<file path="config.mk">
export PLATFORM = sky130hd
export DESIGN_NAME = instr_fetch_unit
export DESIGN_NICKNAME = d
export VERILOG_FILES = /design/src/rtl/instr_fetch_unit.sv
export SDC_FILE = /design/constraint.sdc
export NUM_CORES = 1
export LEC_CHECK = 0
export BUFFER_PORTS_ARGS = -buffer_cell sky130_fd_sc_hd__buf_2
export CELL_PAD_IN_SITES_DETAIL_PLACEMENT = 1
export CELL_PAD_IN_SITES_GLOBAL_PLACEMENT = 1
export CORE_ASPECT_RATIO = 1.5
export CORE_MARGIN = 4
export CORE_UTILIZATION = 34
export DETAILED_ROUTE_END_ITERATION = 10
export PLACE_DENSITY = 0.82
export SLEW_MARGIN = 20
export SYNTH_ARGS = -nofsm -noshare
export SYNTH_HDL_FRONTEND = slang
export SYNTH_SLANG_ARGS = --single-unit
export TNS_END_PERCENT = 50
</file>
<file path="constraint.sdc">
create_clock -name i_clk -period 3.4 [get_ports i_clk]
set_input_delay 0.85 -clock i_clk [delete_from_list [all_inputs] [get_ports i_clk]]
set_output_delay 0.85 -clock i_clk [all_outputs]
set_load 0.05 [all_outputs]
</file>
<file path="src/rtl/instr_fetch_unit.sv">
// Fetch stage: holds the PC, fetches words over a ready handshake, presents each
// instruction until acknowledged, then advances sequentially or to a redirect target.
module instr_fetch_unit #(
  parameter int unsigned     XLEN           = 32,
  parameter logic [XLEN-1:0] RESET_PC       = '0,
  parameter int unsigned     TIMEOUT_CYCLES = 16
) (
  input  logic            i_clk,
  input  logic            i_reset,
  output logic            o_imem_req,
  output logic [XLEN-1:0] o_imem_addr,
  input  logic            i_imem_ready,
  input  logic [31:0]     i_imem_rdata,
  output logic [31:0]     o_instr,
  output logic            o_instr_valid,
  output logic [XLEN-1:0] o_pc,
  output logic [XLEN-1:0] o_pc_plus4,
  input  logic            i_instr_ack,
  input  logic            i_redirect,
  input  logic [XLEN-1:0] i_redirect_target,
  output logic            o_fetch_err,
  output logic [1:0]      o_err_code
);

  localparam int unsigned CNT_W = $clog2(TIMEOUT_CYCLES + 1);
  localparam logic [31:0] NOP   = 32'h0000_0013;

  localparam logic [1:0] ERR_NONE     = 2'b00;
  localparam logic [1:0] ERR_MISALIGN = 2'b01;
  localparam logic [1:0] ERR_TIMEOUT  = 2'b10;

  typedef enum logic [1:0] {S_IDLE, S_FETCH, S_HOLD, S_ERROR} state_t;

  state_t           r_state;
  state_t           w_state_nxt;
  logic [XLEN-1:0]  r_pc;
  logic [XLEN-1:0]  w_pc_nxt;
  logic [31:0]      r_instr;
  logic [31:0]      w_instr_nxt;
  logic             r_instr_valid;
  logic             w_instr_valid_nxt;
  logic [1:0]       r_err_code;
  logic [1:0]       w_err_code_nxt;
  logic [CNT_W-1:0] r_cnt;
  logic [CNT_W-1:0] w_cnt_nxt;
  logic [XLEN-1:0]  w_pc_plus4;
  logic [XLEN-1:0]  w_target;
  logic [XLEN-1:0]  w_branch_pc;

  assign w_pc_plus4  = r_pc + XLEN'(4);
  assign w_target    = i_redirect_target & ~XLEN'(1);
  assign w_branch_pc = i_redirect ? w_target : w_pc_plus4;

  // State and datapath registers
  always_ff @(posedge i_clk or posedge i_reset) begin
    if (i_reset) begin
      r_state       <= S_IDLE;
      r_pc          <= RESET_PC;
      r_instr       <= NOP;
      r_instr_valid <= 1'b0;
      r_err_code    <= ERR_NONE;
      r_cnt         <= '0;
    end else begin
      r_state       <= w_state_nxt;
      r_pc          <= w_pc_nxt;
      r_instr       <= w_instr_nxt;
      r_instr_valid <= w_instr_valid_nxt;
      r_err_code    <= w_err_code_nxt;
      r_cnt         <= w_cnt_nxt;
    end
  end

  // Next-state and datapath update
  always_comb begin
    w_state_nxt       = r_state;
    w_pc_nxt          = r_pc;
    w_instr_nxt       = r_instr;
    w_instr_valid_nxt = r_instr_valid;
    w_err_code_nxt    = r_err_code;
    w_cnt_nxt         = r_cnt;
    case (r_state)
      S_IDLE: w_state_nxt = S_FETCH;
      S_FETCH: begin
        // Ready takes priority over an expiring timeout in the same cycle
        if (i_imem_ready) begin
          w_instr_nxt       = i_imem_rdata;
          w_instr_valid_nxt = 1'b1;
          w_cnt_nxt         = '0;
          w_state_nxt       = S_HOLD;
        end else if (r_cnt == CNT_W'(TIMEOUT_CYCLES - 1)) begin
          w_err_code_nxt = ERR_TIMEOUT;
          w_state_nxt    = S_ERROR;
        end else begin
          w_cnt_nxt = r_cnt + CNT_W'(1);
        end
      end
      S_HOLD: begin
        if (i_instr_ack) begin
          w_instr_valid_nxt = 1'b0;
          w_pc_nxt          = w_branch_pc;
          if (w_branch_pc[1]) begin
            w_err_code_nxt = ERR_MISALIGN;
            w_state_nxt    = S_ERROR;
          end else begin
            w_state_nxt = S_FETCH;
          end
        end
      end
      S_ERROR: w_state_nxt = S_ERROR;
      default: w_state_nxt = S_ERROR;
    endcase
  end

  // Moore outputs decoded from the state register
  always_comb begin
    o_imem_req  = 1'b0;
    o_fetch_err = 1'b0;
    case (r_state)
      S_FETCH: o_imem_req  = 1'b1;
      S_ERROR: o_fetch_err = 1'b1;
      default: ;
    endcase
  end

  assign o_imem_addr   = r_pc;
  assign o_pc          = r_pc;
  assign o_pc_plus4    = w_pc_plus4;
  assign o_instr       = r_instr;
  assign o_instr_valid = r_instr_valid;
  assign o_err_code    = r_err_code;

endmodule

</file>
==> qor.yml, run 1 <==
fin_crit_sh_pct: 96.4
finalPower_mw: 5.75
endpoint_kind: "output pin"
holdBufCountCts: 0
setup_violations: 0
synth_xor_area_share_pct: 5.29
start_kind: "register"
ioPinCount: 202
vias_per_cell: 5.40
portBuffers: 197
cp.required_ns: 2.55
holdWs_ns: 0.489
rsz0062_at_grt: "no"
synth.top_cell.area_share_pct: 39.2
internal-power_mw: 2.51
synth_top_cells_by_count: "dfrtp_1 (70), buf_4 (35), mux2_2 (32)"
cts-buffers-inserted: 9
synthTopCellsByArea: "dfrtp_1 (39%), mux2_2 (8.1%), buf_4 (5.9%)"
area_delta_synth_final_pct: 29.7
min_period_ns: 3.28
tightest_slew_ns: 0.610
num_vias: 4334
synthFlopType: "dfrtp_1"
busiest_layer: "met2"
hold_viol: 0
drv_cap: 0
cts_root_buffer: "clkbuf_16"
cts.clk_slew.worst_paths_ns: 0.06
dpl_cell_area_um2: 5470
route.antenna.remaining_nets: 0
antenna_cells: 0
first_pass_iters: 4
status: "finished, final reports clean"
cts_tree: "yes"
drive_above_1_share_pct: 45.3
postLayoutCoreUtil_pct: 44.8
power.switching_mw: 3.24
fin_nets: 711
yosys.cell_types.count: 55
grt_usage_pct: 20.3
synth_edf_count: 0
tns_ns: 0
setup_ws_ns: 0.122
routed_wl_um: 15000
cp_data_arrival_time_ns: 2.43
hpwl_um: 11400
multi_input_area_um2: 2290
grt-ovfl-total: 0
fill_cells: 1545
vdd_drop_max_v: 0.000801
synth_seq_cells: 73
async_reset_ff_share_pct: 100
p_per_area_nw_per_um2: 992
clock_skew_ns: 0.00812
grt_use_met3_pct: 6.01
hp-class: "input port to asynchronous set/reset pin"
crit_type: "register to output pin"
die_height_um: 148
place_congestion: 0.846
yosys.area_share.adder_pct: 0.839
grt_pass1_wl_um: 24400
htreeDepth: 3
grt_max_degree: 37
timing.fmax_ghz: 0.305
crit_fanout: 7
synth_top_family_by_area: "simple AND/OR/NAND/NOR gates"
yosysTopAreaCell: "dfrtp_1"
finalMaxSlewViolations: 0
slew_headroom_pct: 59.0
synth_cells: 481
yosysSeqAreaShare_pct: 40.9
clkPwrFrac_pct: 15.4
worstSkewPairLatency_ns: 0.33
combPwrFrac_pct: 57.9
antenna_found_initial: 1
placement_rows: 51
drc: 0
finalNonFillerCells: 803
clock_path_buffers: 2
dpl_worst_slack_ns: 0.254
core-area_um2: 13000
die_w_um: 102
gr-usage-met1_pct: 22.5
syn_area_per_cell_um2: 9.30
initial_core_util_pct: 34.5
yosys_warnings: 0
die-area_um2: 15100
design_area_um2: 5800
static-leakage-power_nw: 2.67
synth_area_um2: 4470
muxShareOfSynthArea_pct: 8.50
pwr-share-seq_pct: 26.7
place_inst: 785
drt_iter0_markers: 111
synth_compound_area_share_pct: 13.2
switching_share_pct: 56.3
synth-simple-area-share_pct: 20.9
use_met2_pct: 36.6
first_global_vias: 4767
synth_most_common_cell: "dfrtp_1"
layout.area.seq_um2: 1840
wl_per_cell_um: 18.6
clkSinkCount: 73
==> critical path: stages, from the launching register on <==
cell	delay, ns
dfrtp_2	0.43
ha_2	0.24
nand3_1	0.12
or4_4	0.62
or2_1	0.33
xnor2_4	0.15
buf_4	0.21
==> cell usage in the layout (no fill, tap or decap), types with 3 or more instances in the layout <==
cell | synthesis | routed
dfrtp_2 | 0 | 5
a311o_1 | 4 | 4
and2_1 | 3 | 3
buf_4 | 35 | 22
clkinvlp_4 | 0 | 3
nand4_1 | 10 | 10
a21oi_1 | 23 | 23
o311ai_0 | 5 | 5
mux2_2 | 32 | 32
nor3b_1 | 3 | 3
dfstp_2 | 3 | 3
nor4_1 | 3 | 3
dfrtp_1 | 70 | 65
nand3_1 | 26 | 25
clkbuf_16 | 0 | 9
or3_1 | 7 | 7
a31oi_1 | 8 | 8
nor3_1 | 22 | 21
o211ai_1 | 14 | 14
clkbuf_4 | 0 | 3
inv_1 | 14 | 13
nor2_1 | 21 | 21
xor2_1 | 10 | 8
or4_4 | 2 | 3
o21ai_0 | 17 | 17
and4_1 | 4 | 4
buf_2 | 3 | 191
conb_1 | 1 | 3
xnor2_1 | 17 | 12
o2bb2ai_1 | 4 | 4
xnor2_2 | 0 | 3
and3_1 | 23 | 23
nand2_1 | 26 | 26
a22oi_1 | 4 | 4
==> state kept, by name, summed over array words and instances, names as in the netlist <==
name / cells
o_instr: 32
o_imem_addr: 31
r_cnt: 5
o_err_code: 2
r_state: 2
o_instr_valid: 1
==> kinds of logic (layout without fill, tap and decap cells) <==
kind of cell    count (synthesis)  in the layout
simple gates                  167            167
compound gates                 90             90
buf+inv                        86            247
flops                          73             73
mux                            34             34
xor+xnor                       27             27
fa+ha+maj                       3              3
other cells                     1              3
==> metal layers <==
metal | vias to the layer above | part of all wire, %
met2 | 177 | 54
met1 | 2113 | 37
li1 | 2017 | -
met5 | - | 0.073
met3 | 25 | 7.8
met4 | 2 | 1.9
==> what timing repair did <==
action,4_1_cts,5_1_grt
setup endpoints to repair,7,10
setup buffers,0,2
resized for setup,6,9
endpoints found under the hold margin,0,0
==> power groups by stage <==
stage / registers (mW) / clock network, mW / logic, mW
floorplan: 2.50 / 0 / 1.66
global placement: 1.51 / 0 / 3.25
detailed placement: 1.54 / 0 / 3.32
CTS: 1.54 / 0.908 / 3.33
global route: 1.60 / 0.947 / 3.51
finish: 1.54 / 0.887 / 3.33
==> final cells by class <==
type,instances,area share [%]
Inverter,15,0.992
Timing Repair Buffer,216,19.7
Multi-Input combinational cell,324,39.5
Clock inverter,6,0.777
Sequential cell,73,31.7
Tap cell,159,3.43
Clock buffer,10,3.95
==> worst paths after layout <==
check / from / to / slack, ns / depth (start not counted)
setup / recovery: o_imem_addr[3]$_DFFE_PP0P_ / o_pc_plus4[30] / 0.12 / 6
hold / removal: i_reset / o_instr[25]$_DFFE_PP0P_ / 0.49 / 2
setup reg to reg: o_imem_addr[3]$_DFFE_PP0P_ / o_imem_addr[22]$_DFFE_PP0P_ / 1.28 / 5
hold reg to reg: o_instr[26]$_DFFE_PP0P_ / o_instr[26]$_DFFE_PP0P_ / 0.50 / 1
max in group asynchronous: i_reset / o_instr[1]$_DFFE_PP1P_ / 2.15 / 3
min in group i_clk: o_instr[26]$_DFFE_PP0P_ / o_instr[26]$_DFFE_PP0P_ / 0.50 / 1
Power figures use the tool's default switching activity.
==> inputs of run 2 (changes only) <==
Settings changed: CORE_UTILIZATION 34 to 37, PLACE_DENSITY 0.82 to 0.88.
Clock period 3.4 ns to 3.9 ns, I/O delays scaled along.
==> qor.yml, run 2 (same netlist as run 1, synthesis figures left out) <==
status: "finished, final reports clean"
min_period_ns: 3.73
reg2reg_slack_ns: 1.50  # +0.22 ns
grt_max_degree: 42  # +14%
die_w_um: 97.8  # -3.8%
slew_headroom_pct: 31.7  # -27 points
cts.clk_slew.worst_paths_ns: 0.06  # about the same
timing.fmax_ghz: 0.268
start_kind: "register"
rsz0062_at_grt: "no"
drt_iter0_markers: 223  # +100%
route.antenna.remaining_nets: 0  # unchanged
core-area_um2: 11700  # -10%
hold_viol: 0  # unchanged
first_global_vias: 4604  # -3.4%
holdBufCountCts: 0  # unchanged
holdWs_ns: 0.489  # -0.000648 ns
hp-class: "register to register"
cp.required_ns: 2.92  # +0.37 ns
grt_usage_pct: 20.9  # +0.65 points
postLayoutCoreUtil_pct: 48.4  # +3.7 points
drive_above_1_share_pct: 42.0  # -3.3 points
setup_violations: 0  # unchanged
setup_ws_ns: 0.168  # +0.0454 ns
place_congestion: 0.936  # +11%
tightest_slew_ns: 1.02  # +0.414 ns
finalMaxSlewViolations: 0  # unchanged
antenna_cells: 0  # unchanged
cp.buffers_inverters: 1  # unchanged
vdd_drop_max_v: 0.000557  # -30%
cts_resized: 0  # -6
fin_crit_sh_pct: 95.7
routed_wl_um: 14900  # -0.47%
placement_rows: 48  # -5.9%
dpl_worst_slack_ns: 0.491  # +0.238 ns
cts_tree: "yes"
htreeDepth: 3  # unchanged
cts_root_buffer: "clkbuf_16"
drc: 0  # unchanged
p_per_area_nw_per_um2: 904  # -8.9%
tns_ns: 0  # unchanged
num_vias: 4356  # +0.51%
grt_pass1_wl_um: 23500  # -4.0%
largest_reg_flops: 32  # unchanged
clkSinkCount: 73  # unchanged
crit_fanout: 9  # +2
final_common_cell: "buf_2"
worstSkewPairLatency_ns: 0.33  # about the same
max_stage_delay_ns: 0.64  # +0.02 ns
wl_per_cell_um: 19.0  # +2.1%
cp_data_arrival_time_ns: 2.76  # +0.33 ns
endpoint_kind: "output pin"
final_cell_mix: "buf_2 (197), dfrtp_1 (70), mux2_2 (32)"
initial_core_util_pct: 38.4  # +3.9 points
grt-ovfl-total: 0  # unchanged
die-area_um2: 13900  # -7.6%
area_delta_synth_final_pct: 26.2
cp_top_family: "simple AND/OR/NAND/NOR gates"
antenna_found_initial: 1  # unchanged
crit_path_top_delay_cell: "or4_4"
cp_cell_sequence: "ha_1 > nand3_1 > or4_4 > nor3_1 > xor2_1 > buf_2"
postCtsSetupBuffers: 0  # unchanged
clock_path_buffers: 2  # unchanged
crit_type: "register to output pin"
static-leakage-power_nw: 2.61  # -2.2%
first_pass_iters: 4  # unchanged
hpwl_um: 11200  # -2.0%
vias_per_cell: 5.56  # +3.1%
ioPinCount: 202  # unchanged
drv_cap: 0  # unchanged
portBuffers: 197  # unchanged
clock_skew_ns: 0.00906  # +0.000938 ns
fin_nets: 700  # -1.5%
finalPower_mw: 5.10  # -11%
die_height_um: 143  # -3.9%
cts-buffers-inserted: 9  # unchanged
run 2: changes by cell type in the layout (fill, tap and decap cells not counted), moves of 2 or more:
cell / change
buf_2: +6
buf_4: -14
bufinv_16: +2
clkbuf_4: -3
clkbuf_8: +2
clkinvlp_4: -2
dfrtp_1: +5
dfrtp_2: -5
xnor2_1: +5
xnor2_2: -3
xnor2_4: -2
xor2_1: +2
xor2_2: -2
run 2: report_power, final:
| group | total [mW] | switching, mW | internal, mW |
|---|---|---|---|
| sequential | 1.35 | 0.306 | 1.05 |
| combinational | 2.83 | 2.17 | 0.657 |
| clock | 0.921 | 0.328 | 0.593 |
run 2: metrics by stage:
step,cells,cell area (µm²)
after floorplan,483,4480
after global placement,767,5310
after detailed placement,767,5310
after CTS,783,5640
after global routing,783,5640
final,783,5640
run 2: routing by layer:
layer,vias up,part of all wire (%),GRT usage [%],wire [µm]
met5,-,0.087,0,13
met4,2,2.3,7.08,338
met3,27,9.2,7.18,1380
met2,202,52,38.3,7760
met1,2133,36,22.6,5410
li1,1992,-,-,-
run 2: layout make-up:
type	count	area, µm²
flip-flops and latches	73	1830
inverters	15	57.6
multi-input cells	324	2190
clock inverters	5	77.6
well taps	150	188
repair buffers	205	1050
fillers	1419	6010
clock buffers	11	253
run 2: worst paths after layout:
check	start	endpoint	cells past startpoint
worst max-delay path	o_imem_addr[2]$_DFFE_PP0P_	o_pc_plus4[22]	6
max in group asynchronous	i_reset	o_instr[0]$_DFFE_PP1P_	3
worst max register to register	o_imem_addr[2]$_DFFE_PP0P_	o_imem_addr[22]$_DFFE_PP0P_	5
min in group asynchronous	i_reset	o_imem_addr[2]$_DFFE_PP0P_	2
worst min register to register	o_instr_valid$_DFFE_PP0P_	o_instr_valid$_DFFE_PP0P_	2
worst min-delay path	o_instr_valid$_DFFE_PP0P_	o_instr_valid$_DFFE_PP0P_	2
run 2: worst reg2reg max path, stage by stage (launching register included):
cell	delay, ns
dfrtp_1	0.52
ha_1	0.29
nand3_1	0.20
or4_4	0.64
or4_1	0.54
o211ai_1	0.12
